==> src/rtl/komut_uretici.sv <==
`default_nettype none
// ============================================================================
// Module   : komut_uretici
// Brief    : Debounces the forward/turn buttons and issues step pulses and
//            turn toggles to bit_kosusu. OTOMATIK_TEKRAR_EN enables forward
//            auto-repeat while the button is held.
// Revision : 1.0 - initial release
// ============================================================================
module komut_uretici #(
    parameter int SUZGEC      = 16,
    parameter int TEKRAR_SURE = 32
) (
    input  logic       clk,
    input  logic       rst,
    input  logic       btn_ileri,
    input  logic       btn_don,
    input  logic       bitti_mi,
    output logic       ileri,
    output logic       don,
    output logic [7:0] basis_say
);

    localparam logic [1:0] c_bos     = 2'd0;
    localparam logic [1:0] c_basili  = 2'd1;
    localparam logic [1:0] c_kilitli = 2'd2;
`ifdef OTOMATIK_TEKRAR_EN
    localparam logic [1:0] c_tekrar  = 2'd3;
    localparam logic [7:0] c_tekrar_son = 8'(TEKRAR_SURE - 1);
`endif
    localparam logic [7:0] c_suzgec_son = 8'(SUZGEC - 1);

    if (SUZGEC < 1 || SUZGEC > 255 || TEKRAR_SURE < 2 || TEKRAR_SURE > 255) begin : g_param_hata
        $error("komut_uretici: SUZGEC or TEKRAR_SURE out of range");
    end

    logic [1:0] w_ham;
    logic [1:0] w_deb;

    assign w_ham = {btn_don, btn_ileri};

    // Bit 0 is the forward button, bit 1 the turn button.
    for (genvar gi = 0; gi < 2; gi++) begin : g_dugme
        logic       r_sync1;
        logic       r_sync2;
        logic       r_deb;
        logic [7:0] r_sayac;

        always_ff @(posedge clk or posedge rst) begin
            if (rst) begin
                r_sync1 <= 1'b0;
                r_sync2 <= 1'b0;
                r_deb   <= 1'b0;
                r_sayac <= 8'd0;
            end else begin
                r_sync1 <= w_ham[gi];
                r_sync2 <= r_sync1;
                if (r_sync2 == r_deb) begin
                    r_sayac <= 8'd0;
                end else if (r_sayac == c_suzgec_son) begin
                    r_deb   <= r_sync2;
                    r_sayac <= 8'd0;
                end else begin
                    r_sayac <= r_sayac + 8'd1;
                end
            end
        end

        assign w_deb[gi] = r_deb;
    end

    logic [1:0] r_durum_ileri;
    logic [1:0] r_durum_don;
    logic       w_ileri_ates;
    logic       w_don_ates;
`ifdef OTOMATIK_TEKRAR_EN
    logic [7:0] r_tekrar_sayac;
`endif

    always_comb begin
        w_ileri_ates = 1'b0;
        if (w_deb[0] && !bitti_mi) begin
            if (r_durum_ileri == c_bos) begin
                w_ileri_ates = 1'b1;
            end
`ifdef OTOMATIK_TEKRAR_EN
            else if ((r_durum_ileri == c_basili || r_durum_ileri == c_tekrar) &&
                     r_tekrar_sayac == c_tekrar_son) begin
                w_ileri_ates = 1'b1;
            end
`endif
        end
    end

    assign w_don_ates = w_deb[1] && !bitti_mi && (r_durum_don == c_bos);

    always_ff @(posedge clk or posedge rst) begin
        if (rst) begin
            r_durum_ileri <= c_bos;
`ifdef OTOMATIK_TEKRAR_EN
            r_tekrar_sayac <= 8'd0;
`endif
        end else begin
            case (r_durum_ileri)
                c_bos: begin
                    if (w_deb[0]) begin
                        r_durum_ileri <= bitti_mi ? c_kilitli : c_basili;
                    end
                end
                c_kilitli: begin
                    if (!w_deb[0]) begin
                        r_durum_ileri <= c_bos;
                    end
                end
`ifdef OTOMATIK_TEKRAR_EN
                c_basili, c_tekrar: begin
                    if (!w_deb[0]) begin
                        r_durum_ileri <= c_bos;
                    end else if (bitti_mi) begin
                        r_durum_ileri <= c_kilitli;
                    end else if (w_ileri_ates) begin
                        r_durum_ileri <= c_tekrar;
                    end
                end
`else
                c_basili: begin
                    if (!w_deb[0]) begin
                        r_durum_ileri <= c_bos;
                    end else if (bitti_mi) begin
                        r_durum_ileri <= c_kilitli;
                    end
                end
`endif
                default: r_durum_ileri <= c_bos;
            endcase
`ifdef OTOMATIK_TEKRAR_EN
            // Restarts on every issued pulse, so the period runs from the last step.
            if (w_ileri_ates || (r_durum_ileri != c_basili && r_durum_ileri != c_tekrar)) begin
                r_tekrar_sayac <= 8'd0;
            end else begin
                r_tekrar_sayac <= r_tekrar_sayac + 8'd1;
            end
`endif
        end
    end

    always_ff @(posedge clk or posedge rst) begin
        if (rst) begin
            r_durum_don <= c_bos;
        end else begin
            case (r_durum_don)
                c_bos: begin
                    if (w_deb[1]) begin
                        r_durum_don <= bitti_mi ? c_kilitli : c_basili;
                    end
                end
                c_basili: begin
                    if (!w_deb[1]) begin
                        r_durum_don <= c_bos;
                    end else if (bitti_mi) begin
                        r_durum_don <= c_kilitli;
                    end
                end
                c_kilitli: begin
                    if (!w_deb[1]) begin
                        r_durum_don <= c_bos;
                    end
                end
                default: r_durum_don <= c_bos;
            endcase
        end
    end

    always_ff @(posedge clk or posedge rst) begin
        if (rst) begin
            ileri     <= 1'b0;
            don       <= 1'b1;
            basis_say <= 8'd0;
        end else begin
            ileri <= w_ileri_ates;
            if (w_don_ates) begin
                don <= ~don;
            end
            if (w_ileri_ates && basis_say != 8'hFF) begin
                basis_say <= basis_say + 8'd1;
            end
        end
    end

endmodule
`default_nettype wire

==> config.mk <==
export PLATFORM = sky130hd
export DESIGN_NAME = komut_uretici
export DESIGN_NICKNAME = d
export VERILOG_FILES = /design/src/rtl/komut_uretici.sv
export SDC_FILE = /design/constraint.sdc
export NUM_CORES = 1
export LEC_CHECK = 0
export CAP_MARGIN = 15
export CELL_PAD_IN_SITES_DETAIL_PLACEMENT = 0
export CELL_PAD_IN_SITES_GLOBAL_PLACEMENT = 1
export CORE_MARGIN = 2
export CORE_UTILIZATION = 40
export DETAILED_ROUTE_END_ITERATION = 8
export PLACE_DENSITY = 0.78
export SYNTH_ARGS = -nofsm -noshare
export SYNTH_HDL_FRONTEND = slang
export SYNTH_SLANG_ARGS = --single-unit
==> constraint.sdc <==
create_clock -name clk -period 4.9 [get_ports clk]
set_input_delay 0.735 -clock clk [delete_from_list [all_inputs] [get_ports clk]]
set_output_delay 0.735 -clock clk [all_outputs]
set_load 0.03 [all_outputs]
Word level (Yosys, flattened, before mapping). Index checks and enable logic that the tools add are counted.

Bitwise logic cells: 3. Reductions and logical operators: 11. Add/subtract/negate cells: 3. Equality and inequality tests: 15. Muxes and demuxes: 16.

Operators by type and width (count): two-way mux 8 bit (4); adder 8 x 1 -> 8 bit (second input constant) (3); equality test 8 x 4 -> 1 bit (second input constant) (2); two-way mux 2 bit (8); one-hot mux 2 bit (3 select lines) (2); != test 2 bit (second input constant) (4); != test 8 bit (second input constant) (1); != test 3 bit (second input constant) (2); AND reduction 3 bit (2); equality test 2 x 1 -> 1 bit (second input constant) (2); equality test 2 bit (second input constant) (2); logical AND 1 bit (4); zero test 2 bit (2); AND reduction 2 bit (2); inverter 1 bit (3); equality test 1 bit (2); two-way mux 1 bit (2); zero test 1 bit (1).

Input port bits: 5. Output and inout bits: 10. Flip-flop bits (word level): 36.

Longest topological paths before layout.
Depth in word-level cells: 4. Gate-level depth with buffers: 5.

Least setup slack after synthesis. OpenSTA, ideal clock, no wires.

Kind: in2reg. From: input port bitti_mi. To: register basis_say[7]. Setup time: 0.128 ns. Path slack: 2.850 ns. Data required time: 4.772 ns. Arrival: 1.922 ns. Cell stages on the path: 4. Buffers on the path: 1. Cell sequence: or4b_1 > buf_2 > nor4_4 > mux2_1.

Cells in the longest elaborated chain, start to end: 4.

RTL lines: start: declaration (line 17) `input logic bitti_mi,`; zero test 1 bit (line 81) `if (w_deb[0] && !bitti_mi) begin`; logical AND 1 bit (line 81); two-way mux 1 bit (line 81); logical AND 1 bit (line 183) `if (w_ileri_ates && basis_say != 8'hFF) begin`; end signal: assignment (line 184) `basis_say <= basis_say + 8'd1;`; end: declaration (line 20) `output logic [7:0] basis_say`.

Every way passes these cells. A chain may end at the register's enable or synchronous reset.

Worst setup path in the final report. Same ends and word-level chain as after synthesis.

==> impl_metrics.tcl <==
set metrics [dict create \
    status "complete, no violations" \
    r2r_cells 3 \
    cap_violations 0 \
    rr_endpoint "basis_say[7]$_DFFE_PP0P_" \
    r2r_slack_ps 3060 \
    die_x_um 67.0 \
    ys_warn_count 0 \
    cts_tree "yes" \
    tightest_slew_ps 592 \
    hold_path.class "reg2reg" \
    path_cells "clkdlybuf4s50_1 -> or4b_1 -> nor4_4 -> mux2_1" \
    drt_iter0_drc 72 \
    finClkSkew_ps 3.08 \
    placed_cells 204 \
    r2r_start "r_durum_ileri[1]$_DFFE_PP0P_" \
    startpoint "bitti_mi" \
    synthesis.instances 142 \
    ys.flop_type "dfrtp_1" \
    async_reset_ff_share_pct 100 \
    grt-ovfl-total 0 \
    synth.net_count 150 \
    fmax_mhz 430 \
    antenna_cells 0 \
    holdBufCountCts 0 \
    yosys-top-cells-area "dfrtp_1 55%, or3_1 3.9%, mux2_2 3.5%, nand3_1 3.1%, a21oi_1 2.8%" \
    pin_count 15 \
    ys_seq_elements 36 \
    p_leak_uw 0.000785 \
    slowest_stage "or4b_1" \
    hold-worst-slack_ps 349 \
    period_share_pct 47.5 \
    yosysMostFrequentCell "dfrtp_1" \
    critPathRequiredTime_ps 5060 \
    antenna_found_initial 0 \
    critPathLaunchType "primary input" \
    clk_latency_ps 280 \
    grt_pass1_wl_mm 4.73 \
    gp_congestion 0.838 \
    cts_buffers 5 \
    coreArea_mm2 0.00374 \
    start_util_pct 42.4 \
    max_stage_delay_ps 660 \
    htree_levels 2 \
    ys_seq_area_share_pct 56.8 \
    drtAntennaViolNets 0 \
    clk_pin_slew_ps 70 \
    ys_top_cells_by_count "35 x dfrtp_1, 10 x nand2_1, 10 x nand3_1, 10 x or3_1, 9 x a21oi_1" \
    hold_path_end "g_dugme[0].r_sync2$_DFF_PP0_" \
    rsz0062_at_grt "false" \
    wl_per_cell_um 12.2 \
    grt_pass1_vias 1087 \
    drive_above_1_share_pct 10.4 \
    drtPass1Iterations 4 \
    avgSynthCellArea_um2 11.2 \
    drv_slew 0 \
    clockRootBuffer "clkbuf_8" \
    setup_viol 0 \
    synth-edff-count 0 \
    holdPathStages 0 \
    min_from "g_dugme[0].r_sync1$_DFF_PP0_" \
    grt_usage_pct 14.2 \
    clock_path_buffers 2 \
    hpwl_mm 1.89 \
    hold_violations 0 \
    drc 0 \
    synth_top_area_share_pct 55.1 \
    area_delta_synth_final_pct 19.1 \
    num-nets-final 171 \
    ir_drop_v 0.000258 \
    multiInputGateArea_um2 658 \
    final_cells 212 \
    synth_area_mm2 0.00159 \
    ys_types 31 \
    grt_max_degree 37 \
    path_class "in2reg" \
    yosysTopAreaCell "dfrtp_1" \
    cts.repair.resized 0 \
    vias_per_cell 5.31 \
    die_area_mm2 0.00449 \
    fill_cells 352 \
    portBuffers 14 \
    row_count 22 \
    p_total_uw 557 \
    setup_tns_ps 0 \
    num_vias 1126 \
    timing.slew.headroom_pct 60.2 \
    cp_data_arrival_time_ps 2490 \
    clock_sinks 36 \
    drt-total-wl_mm 2.59 \
    worstPathMaxFanout 7 \
    crit_path_end_kind "flip-flop" \
    power.density_mw_per_mm2 294 \
    post_cts_buffers 0 \
    period_needed_ps 2330 \
    regArea_um2 902 \
    die_y_um 67.0 \
]
-- cells in the final DEF (no fill, tap or decap), types with 2 or more instances in the layout --
cell / netlist / final
clkbuf_8: 0 / 7
a41o_1: 2 / 2
nor3b_1: 2 / 2
nor2_1: 7 / 7
nand4_1: 3 / 3
a21oi_1: 9 / 9
dfrtp_1: 35 / 35
clkdlybuf4s50_1: 0 / 14
nor3_1: 2 / 2
and2_1: 2 / 2
xnor2_1: 5 / 5
mux2i_1: 3 / 3
xor2_1: 2 / 2
nand2b_1: 2 / 2
or3_1: 10 / 10
inv_1: 5 / 5
nor4_1: 2 / 2
nand3_1: 10 / 10
mux2_2: 5 / 5
o21ai_0: 8 / 8
nor2b_1: 4 / 4
ha_1: 3 / 3
a31oi_1: 2 / 2
nand2_1: 10 / 10
-- flip-flops by register name (all words and copies together) (netlist names) --
register         count
g_dugme.r_sayac     16
basis_say            8
g_dugme.r_deb        2
g_dugme.r_sync1      2
g_dugme.r_sync2      2
r_durum_don          2
r_durum_ileri        2
don                  1
ileri                1
-- through the flow --
| step | setup slack [ps] | util [%] | instance area (um2) |
|---|---|---|---|
| after floorplan | 2850 | - | 1590 |
| after global placement | 2290 | 47.9 | 1790 |
| after detailed placement | 2280 | 47.9 | 1790 |
| after CTS | 2580 | 50.5 | 1890 |
| after global routing | 2520 | 50.5 | 1890 |
| final | 2570 | 50.5 | 1890 |
-- power by group --
group          total, uW  switching (uW)  internal (uW)
Sequential           310            6.08            304
Combinational       24.7            13.9           10.8
Clock                222            93.8            128
-- worst max path at each step --
| stage | endpoint | slack [ps] | cells past startpoint |
|---|---|---|---|
| after floorplan | basis_say[7]$_DFFE_PP0P_ | 2850 | 4 |
| after global placement | basis_say[7]$_DFFE_PP0P_ | 2290 | 4 |
| after detailed placement | basis_say[7]$_DFFE_PP0P_ | 2280 | 4 |
| after CTS | basis_say[7]$_DFFE_PP0P_ | 2580 | 4 |
| after global routing | basis_say[7]$_DFFE_PP0P_ | 2520 | 4 |
| final | basis_say[7]$_DFFE_PP0P_ | 2570 | 4 |
-- worst max-delay path: cells and delay by family --
family / cells / cell delay, ps
buffers and inverters: 1 / 460
muxes: 1 / 340
and+or+nand+nor: 2 / 960
-- area by class of cell --
cell class                 instances  share of cell area, %
sequential                        36                   47.7
multi-input combinational         99                   34.8
timing repair buffer              15                   7.80
clock buffer                       8                   5.29
tap                               48                   3.17
inverter                           6                   1.26
-- cells by family (layout without fill, tap and decap cells) --
| kind of cell | after synthesis | after routing | synth area share [%] |
|---|---|---|---|
| and+or+nand+nor | 56 | 56 | 19.8 |
| DFF | 36 | 36 | 56.8 |
| AOI/OAI and AO/OA | 24 | 24 | 9.29 |
| muxes | 9 | 9 | 6.14 |
| xor gates and xnor gates | 7 | 7 | 3.86 |
| buffers and inverters | 7 | 29 | 1.81 |
| adders and majority gates | 3 | 3 | 2.36 |
-- metal layers --
metal | share of wire (%) | wire length (um) | track usage (%)
met4 | 1.0 | 27 | 5.36
met3 | 4.9 | 127 | 5.07
met2 | 46 | 1190 | 22.2
met1 | 48 | 1240 | 18.1
met5 | 0 | 0 | 0
Power figures use the tool's default switching activity.
